==> src/rtl/counter_rr_arbiter.sv <==
// -----------------------------------------------------------------------------
// counter_rr_arbiter
//
// Shares one WIDTH-bit event counter among NREQ requesters. A round-robin
// arbiter picks at most one requester per clock. The winner gets a one-cycle
// registered grant pulse, and the counter increments on that same edge.
// A synchronous clear has priority over any increment. Two sticky flags are
// kept: hit (an increment landed on i_limit) and ovf (an increment was
// attempted at all-ones). WRAP selects whether the counter wraps or saturates
// on overflow.
//
// Ports:
//   i_clk      system clock, all state updates on posedge
//   i_reset_n  asynchronous active-low reset, clears all state
//   i_req      per-requester level request, held until granted
//   i_clr      synchronous clear of count/hit/ovf, blocks grants that cycle
//   i_limit    compare value for the hit flag
//   o_gnt      one-hot registered grant pulse, one cycle wide
//   o_last_id  index of the most recently granted requester
//   o_count    current counter value
//   o_hit      sticky: an increment produced count == i_limit
//   o_ovf      sticky: an increment was attempted at all-ones
//   o_busy     combinational: some requester is still waiting
// -----------------------------------------------------------------------------
module counter_rr_arbiter #(
  parameter int NREQ  = 4,
  parameter int WIDTH = 16,
  parameter int WRAP  = 1
) (
  input  logic                    i_clk,
  input  logic                    i_reset_n,
  input  logic [NREQ-1:0]         i_req,
  input  logic                    i_clr,
  input  logic [WIDTH-1:0]        i_limit,
  output logic [NREQ-1:0]         o_gnt,
  output logic [$clog2(NREQ)-1:0] o_last_id,
  output logic [WIDTH-1:0]        o_count,
  output logic                    o_hit,
  output logic                    o_ovf,
  output logic                    o_busy
);

  localparam int IW = $clog2(NREQ);

  logic [NREQ-1:0]  r_gnt;
  logic [IW-1:0]    r_last_id;
  logic [IW-1:0]    r_ptr;
  logic [WIDTH-1:0] r_count;
  logic             r_hit;
  logic             r_ovf;

  logic [NREQ-1:0]  w_elig;
  logic [IW-1:0]    w_idx;
  logic [IW-1:0]    w_win;
  logic [IW-1:0]    w_ptr_nxt;
  logic             w_any;
  logic [WIDTH:0]   w_inc;

  // Next counter value with overflow handling. Returns {overflow, next_count}.
  function automatic logic [WIDTH:0] f_inc(input logic [WIDTH-1:0] v);
    if (&v) begin
      if (WRAP != 0) return {1'b1, {WIDTH{1'b0}}};
      else           return {1'b1, v};
    end
    return {1'b0, v + 1'b1};
  endfunction

  // A requester whose grant bit is currently high is dropping its request this
  // cycle, so it is masked out; a request still high next cycle is a new one.
  always_comb begin
    w_elig = i_req & ~r_gnt;
    w_any  = 1'b0;
    w_win  = '0;
    w_idx  = '0;
    // Walk from the farthest offset down to ptr so the nearest set bit wins.
    for (int k = NREQ - 1; k >= 0; k--) begin
      w_idx = IW'((int'(r_ptr) + k) % NREQ);
      if (w_elig[w_idx]) begin
        w_any = 1'b1;
        w_win = w_idx;
      end
    end
  end

  assign w_ptr_nxt = (w_win == IW'(NREQ - 1)) ? '0 : w_win + 1'b1;
  assign w_inc     = f_inc(r_count);

  always_ff @(posedge i_clk or negedge i_reset_n) begin
    if (!i_reset_n) begin
      r_gnt     <= '0;
      r_last_id <= '0;
      r_ptr     <= '0;
      r_count   <= '0;
      r_hit     <= 1'b0;
      r_ovf     <= 1'b0;
    end else if (i_clr) begin
      // Pending requests are untouched and get served once clear drops.
      r_gnt   <= '0;
      r_count <= '0;
      r_hit   <= 1'b0;
      r_ovf   <= 1'b0;
    end else if (w_any) begin
      r_gnt     <= NREQ'(1) << w_win;
      r_last_id <= w_win;
      r_ptr     <= w_ptr_nxt;
      r_count   <= w_inc[WIDTH-1:0];
      if (w_inc[WIDTH])
        r_ovf <= 1'b1;
      if (w_inc[WIDTH-1:0] == i_limit)
        r_hit <= 1'b1;
    end else begin
      r_gnt <= '0;
    end
  end

  assign o_gnt     = r_gnt;
  assign o_last_id = r_last_id;
  assign o_count   = r_count;
  assign o_hit     = r_hit;
  assign o_ovf     = r_ovf;
  assign o_busy    = |(i_req & ~r_gnt);

endmodule

==> config.mk <==
export PLATFORM = sky130hd
export DESIGN_NAME = counter_rr_arbiter
export DESIGN_NICKNAME = d
export VERILOG_FILES = /design/src/rtl/counter_rr_arbiter.sv
export SDC_FILE = /design/constraint.sdc
export NUM_CORES = 1
export LEC_CHECK = 0
export ABC_CLOCK_PERIOD_IN_PS = 4900
export BUFFER_PORTS_ARGS = -buffer_cell sky130_fd_sc_hd__buf_2
export CORE_UTILIZATION = 57
export DETAILED_ROUTE_END_ITERATION = 7
export PLACE_DENSITY = 0.93
export SKIP_CTS_REPAIR_TIMING = 1
export SLEW_MARGIN = 20
export SYNTH_ARGS = -nofsm -noshare
export SYNTH_HDL_FRONTEND = slang
export SYNTH_SLANG_ARGS = --single-unit
==> constraint.sdc <==
create_clock -name i_clk -period 4.9 [get_ports i_clk]
set_input_delay 0.98 -clock i_clk [delete_from_list [all_inputs] [get_ports i_clk]]
set_output_delay 0.98 -clock i_clk [all_outputs]
set_load 0.02 [all_outputs]
# == Word level (Yosys, flattened, before mapping) ==
# Index checks and enable logic that the tools add are counted.
# W data, S select, Z words.
# totals
reg_bits,26
inputBits,23
output_inout_bits,25
elab_cells,59
# classes
addsub,5
magnitude_cmp,4
n_eq_ne,2
n_shift,1
mux,30
bitwise,3
reduce_logical,8
# ops
cell,count
$mux W17,2
$mux W16,2
$add A16 B1 Y16 const B,1
$eq A16 B16 Y1,1
$reduce_and A16 Y1,1
$mux W1,15
$lt A2 B3 Y1 const B,4
$mux W2,5
$bmux W1 S2,4
$mux W4,2
$reduce_and A2 Y1,3
$reduce_bool A2 Y1,3
$add A2 B1 Y2 const B,2
$add A2 B2 Y2 const B,2
$and A4 B4 Y4,1
$not A4 Y4,1
$reduce_or A4 Y1,1
$shl A1 B2 Y4 const A,1
$eq A2 B2 Y1 const B,1
$not A1 Y1,1

# == Logic depth before layout (Yosys ltp) ==
# logic_depth
word_depth,11
ltp_mapped,8
mapped_depth_nobuf,8

# == Least setup slack after synthesis ==
# No wires, ideal clock.
# synth_path
path_kind,in2out
from,input port i_req[2]
to,output port o_busy
t_arrival_ns,2.163
t_required_ns,3.920
setup_slack_ns,1.757
path_stages,4
n_path_buf,1
path_cell_list,nor2b_1 -> nor4_1 -> clkbuf_1 -> inv_1
# synth_via
elab_chain_cells,2
# synth_rtl
element,line_no,text
from (decl),32,"input logic [NREQ-1:0] i_req,"
$and A4 B4 Y4,121,assign o_busy = |(i_req & ~r_gnt);
$reduce_or A4 Y1,121,
to (decl),40,output logic o_busy
# Every way passes these cells.

# == Worst setup path in the final report ==
# Ends and elaborated chain as after synthesis.

==> run_results.csv <==
group,metric,value,unit
timing,slew_headroom,0.389,
logic_synthesis,synth_ff_type,"dfrtp_1",
final_layout,layout-drive-gt1-share,0.228,
grt,grt_max_degree,27,
grt,grt_pass1_vias,1700,
route,route.detailed.drc,0,
route,final_antenna_net_count,0,
final_layout,final_cell_mix,"buf_2, dfrtp_1, nor2_1",
final_layout,multi_input_area,1200,um^2
timing,finalHoldViolCount,0,
timing,fmax,317,MHz
final_layout,seqCellArea,651,um^2
grt,grt_pass1_wl,7.36,mm
setup_path,cp_slowest_cell,"buf_4",
logic_synthesis,syn_nets,259,
timing,period_needed,3160,ps
cts,cts_root_buffer,"clkbuf_4",
route,via_per_inst,5.98,
power_and_ir_drop,power,0.597,mW
setup_path,path_cells,"buf_2, nor2b_1, nor4_2, buf_4, inv_1, buf_2",
timing,fin_crit_sh,0.644,
setup_path,criticalPathCategory,"input port to output pin",
route,wirelength,4.55,mm
setup_path,endpoint_kind,"output pin",
die,start_util,0.618,
cts,htree_levels,1,
place,post-dp-hpwl,3.33,mm
place,gp_congestion,0.935,
logic_synthesis,avgSynthCellArea,8.36,um^2
timing,setup_tns,0,ps
outcome,status,"completed",
final_layout,fill_cells,241,
die,pin_count,48,
grt,overflow,0,
setup_path,slowest_delay,290,ps
timing,setup_ws,1740,ps
timing,slew_violations,0,
logic_synthesis,yosys.area.top_type_share,0.337,
setup_path,startpoint_type,"input port",
logic_synthesis,ys_types,49,
route,wl_per_cell,14.6,um
route,dr.first_iter.drc_count,201,
grt,grt.total_usage,0.269,
cts,cts_made_buffers,3,
logic_synthesis,ys_seq_area_frac,0.337,
setup_path,arrival,2180,ps
die,die_x,60.2,um
logic_synthesis,synth_top_cell_by_area,"dfrtp_1",
logic_synthesis,syn_area,1930,um^2
logic_synthesis,yosys_warnings,0,
final_layout,final_common_cell,"buf_2",
logic_synthesis,synthCells,231,
final_layout,syn2layout_area_growth,15.0,%
timing,skew,17.8,ps
cts,cts.sinks,26,
place,place_ws,1760,ps
die,dieArea,3630,um^2
route,drt_pass1_iterations,4,
final_layout,antenna_cells,0,
logic_synthesis,async_flop_share,1.00,
power_and_ir_drop,p_leak,0.995,nW
cts,path_clk_slew,150,ps
cts,clock_path_buffers,2,
setup_path,cp_max_fo,23,
power_and_ir_drop,irDropWorstVdd,0.255,mV
logic_synthesis,synth_seq_cells,26,
timing,rsz0062_at_grt,"no",
flow_run,cap_violations,0,
route,vias,1867,
timing,tightest_slew,910,ps
die,fp-row-count,20,
final_layout,final_nets,297,
logic_synthesis,ys_top_cells_by_area,"dfrtp_1, xnor2_1, nor2_1, xor2_1, a21oi_1",
setup_path,cp.required,3920,ps
timing,setup_viol,0,
grt,antenna_found_initial,0,
logic_synthesis,synth_edf_count,0,
die,die_h,60.2,um
place,io_buffer_count,47,
setup_path,cpMostUsedCell,"buf_2",
min_path,hp-class,"flip-flop to flip-flop",
cts,cts_tree,"built",
power_and_ir_drop,power_density,269,nW/um^2
die,coreArea,3130,um^2
cts,clkLatencyLatePin,330,ps
## layer usage
metal	vias up	GRT usage	wire length, um
met5	-	0	0
met4	0	0.116	59
met3	7	0.0303	256
met2	65	0.446	2160
met1	887	0.353	2070
li1	908	-	-
## worst paths after layout
path	from	endpoint	slack, ps	cells after the start
hold reg to reg	o_last_id[1]$_DFFE_PN0P_	o_last_id[1]$_DFFE_PN0P_	530	1
setup / recovery	i_req[2]	o_busy	1740	6
min in group asynchronous	i_reset_n	o_gnt[0]$_DFF_PN0_	610	1
setup reg to reg	o_count[0]$_DFFE_PN0P_	o_hit$_DFFE_PN0P_	2170	7
hold / removal	o_last_id[1]$_DFFE_PN0P_	o_last_id[1]$_DFFE_PN0P_	530	1
max in group asynchronous	i_reset_n	o_count[9]$_DFFE_PN0P_	3890	1
## kinds of logic (layout without fill, tap and decap cells)
family / after synthesis / after routing / share of synthesized area
AO/OA/AOI/OAI: 53 / 53 / 0.179
AND/OR/NAND/NOR: 103 / 103 / 0.298
buffers and inverters: 21 / 58 / 0.0460
XOR/XNOR: 20 / 20 / 0.0907
multiplexers: 3 / 3 / 0.0168
adder cells (fa/ha/maj): 5 / 5 / 0.0324
flip-flops: 26 / 26 / 0.337
## synthesized netlist by cell type (all sizes together), types with 2 or more instances
| cell type | count |
|---|---|
| dfrtp | 26 |
| nor2 | 22 |
| nand2 | 16 |
| a21oi | 15 |
| o21ai | 12 |
| nand3 | 11 |
| xnor2 | 11 |
| nor3 | 10 |
| xor2 | 9 |
| buf | 8 |
| clkbuf | 7 |
| inv | 6 |
| nor2b | 6 |
| or3 | 6 |
| and2 | 5 |
| and4 | 5 |
| ha | 5 |
| nand2b | 5 |
| nand4 | 4 |
| or4 | 4 |
| a22oi | 3 |
| nor3b | 3 |
| nor4 | 3 |
| o21a | 3 |
| o31ai | 3 |
| a21o | 2 |
| a31oi | 2 |
| mux2 | 2 |
| o2111ai | 2 |
| o211ai | 2 |
## sequential cells by signal (all words and copies together) (netlist names)
register and cells:
o_ovf 1, o_count 16, r_ptr 2, o_hit 1, o_gnt 4, o_last_id 2
## per-stage QoR
stage / hold WS (ps) / std cells / instance area (um^2) / utilization
2_1_floorplan: 502 / 231 / 1930 / -
3_3_place_gp: 474 / 308 / 2170 / 0.694
3_5_place_dp: 484 / 308 / 2170 / 0.694
4_1_cts: 531 / 312 / 2220 / 0.710
5_1_grt: 540 / 312 / 2220 / 0.710
6_report: 528 / 312 / 2220 / 0.710
## where the power goes
part           internal, mW  total (mW)  leakage [nW]  switching, mW
combinational        0.0716       0.188         0.616          0.117
sequential            0.240       0.260         0.351         0.0201
clock                0.0828       0.149        0.0279         0.0661
total                 0.395       0.597         0.995          0.203
## cell type report
class | count | share of cell area
clock buffers | 3 | 0.0101
well taps | 44 | 0.0248
clock inverters | 1 | 0.0135
multi-input cells | 184 | 0.539
inverters | 6 | 0.0101
repair buffers | 48 | 0.109
flip-flops and latches | 26 | 0.293
## critical path: cells and delay by family
kind | cells | cell delay, ps
buf+inv | 4 | 750
simple gates | 2 | 440
Power figures use the tool's default switching activity.
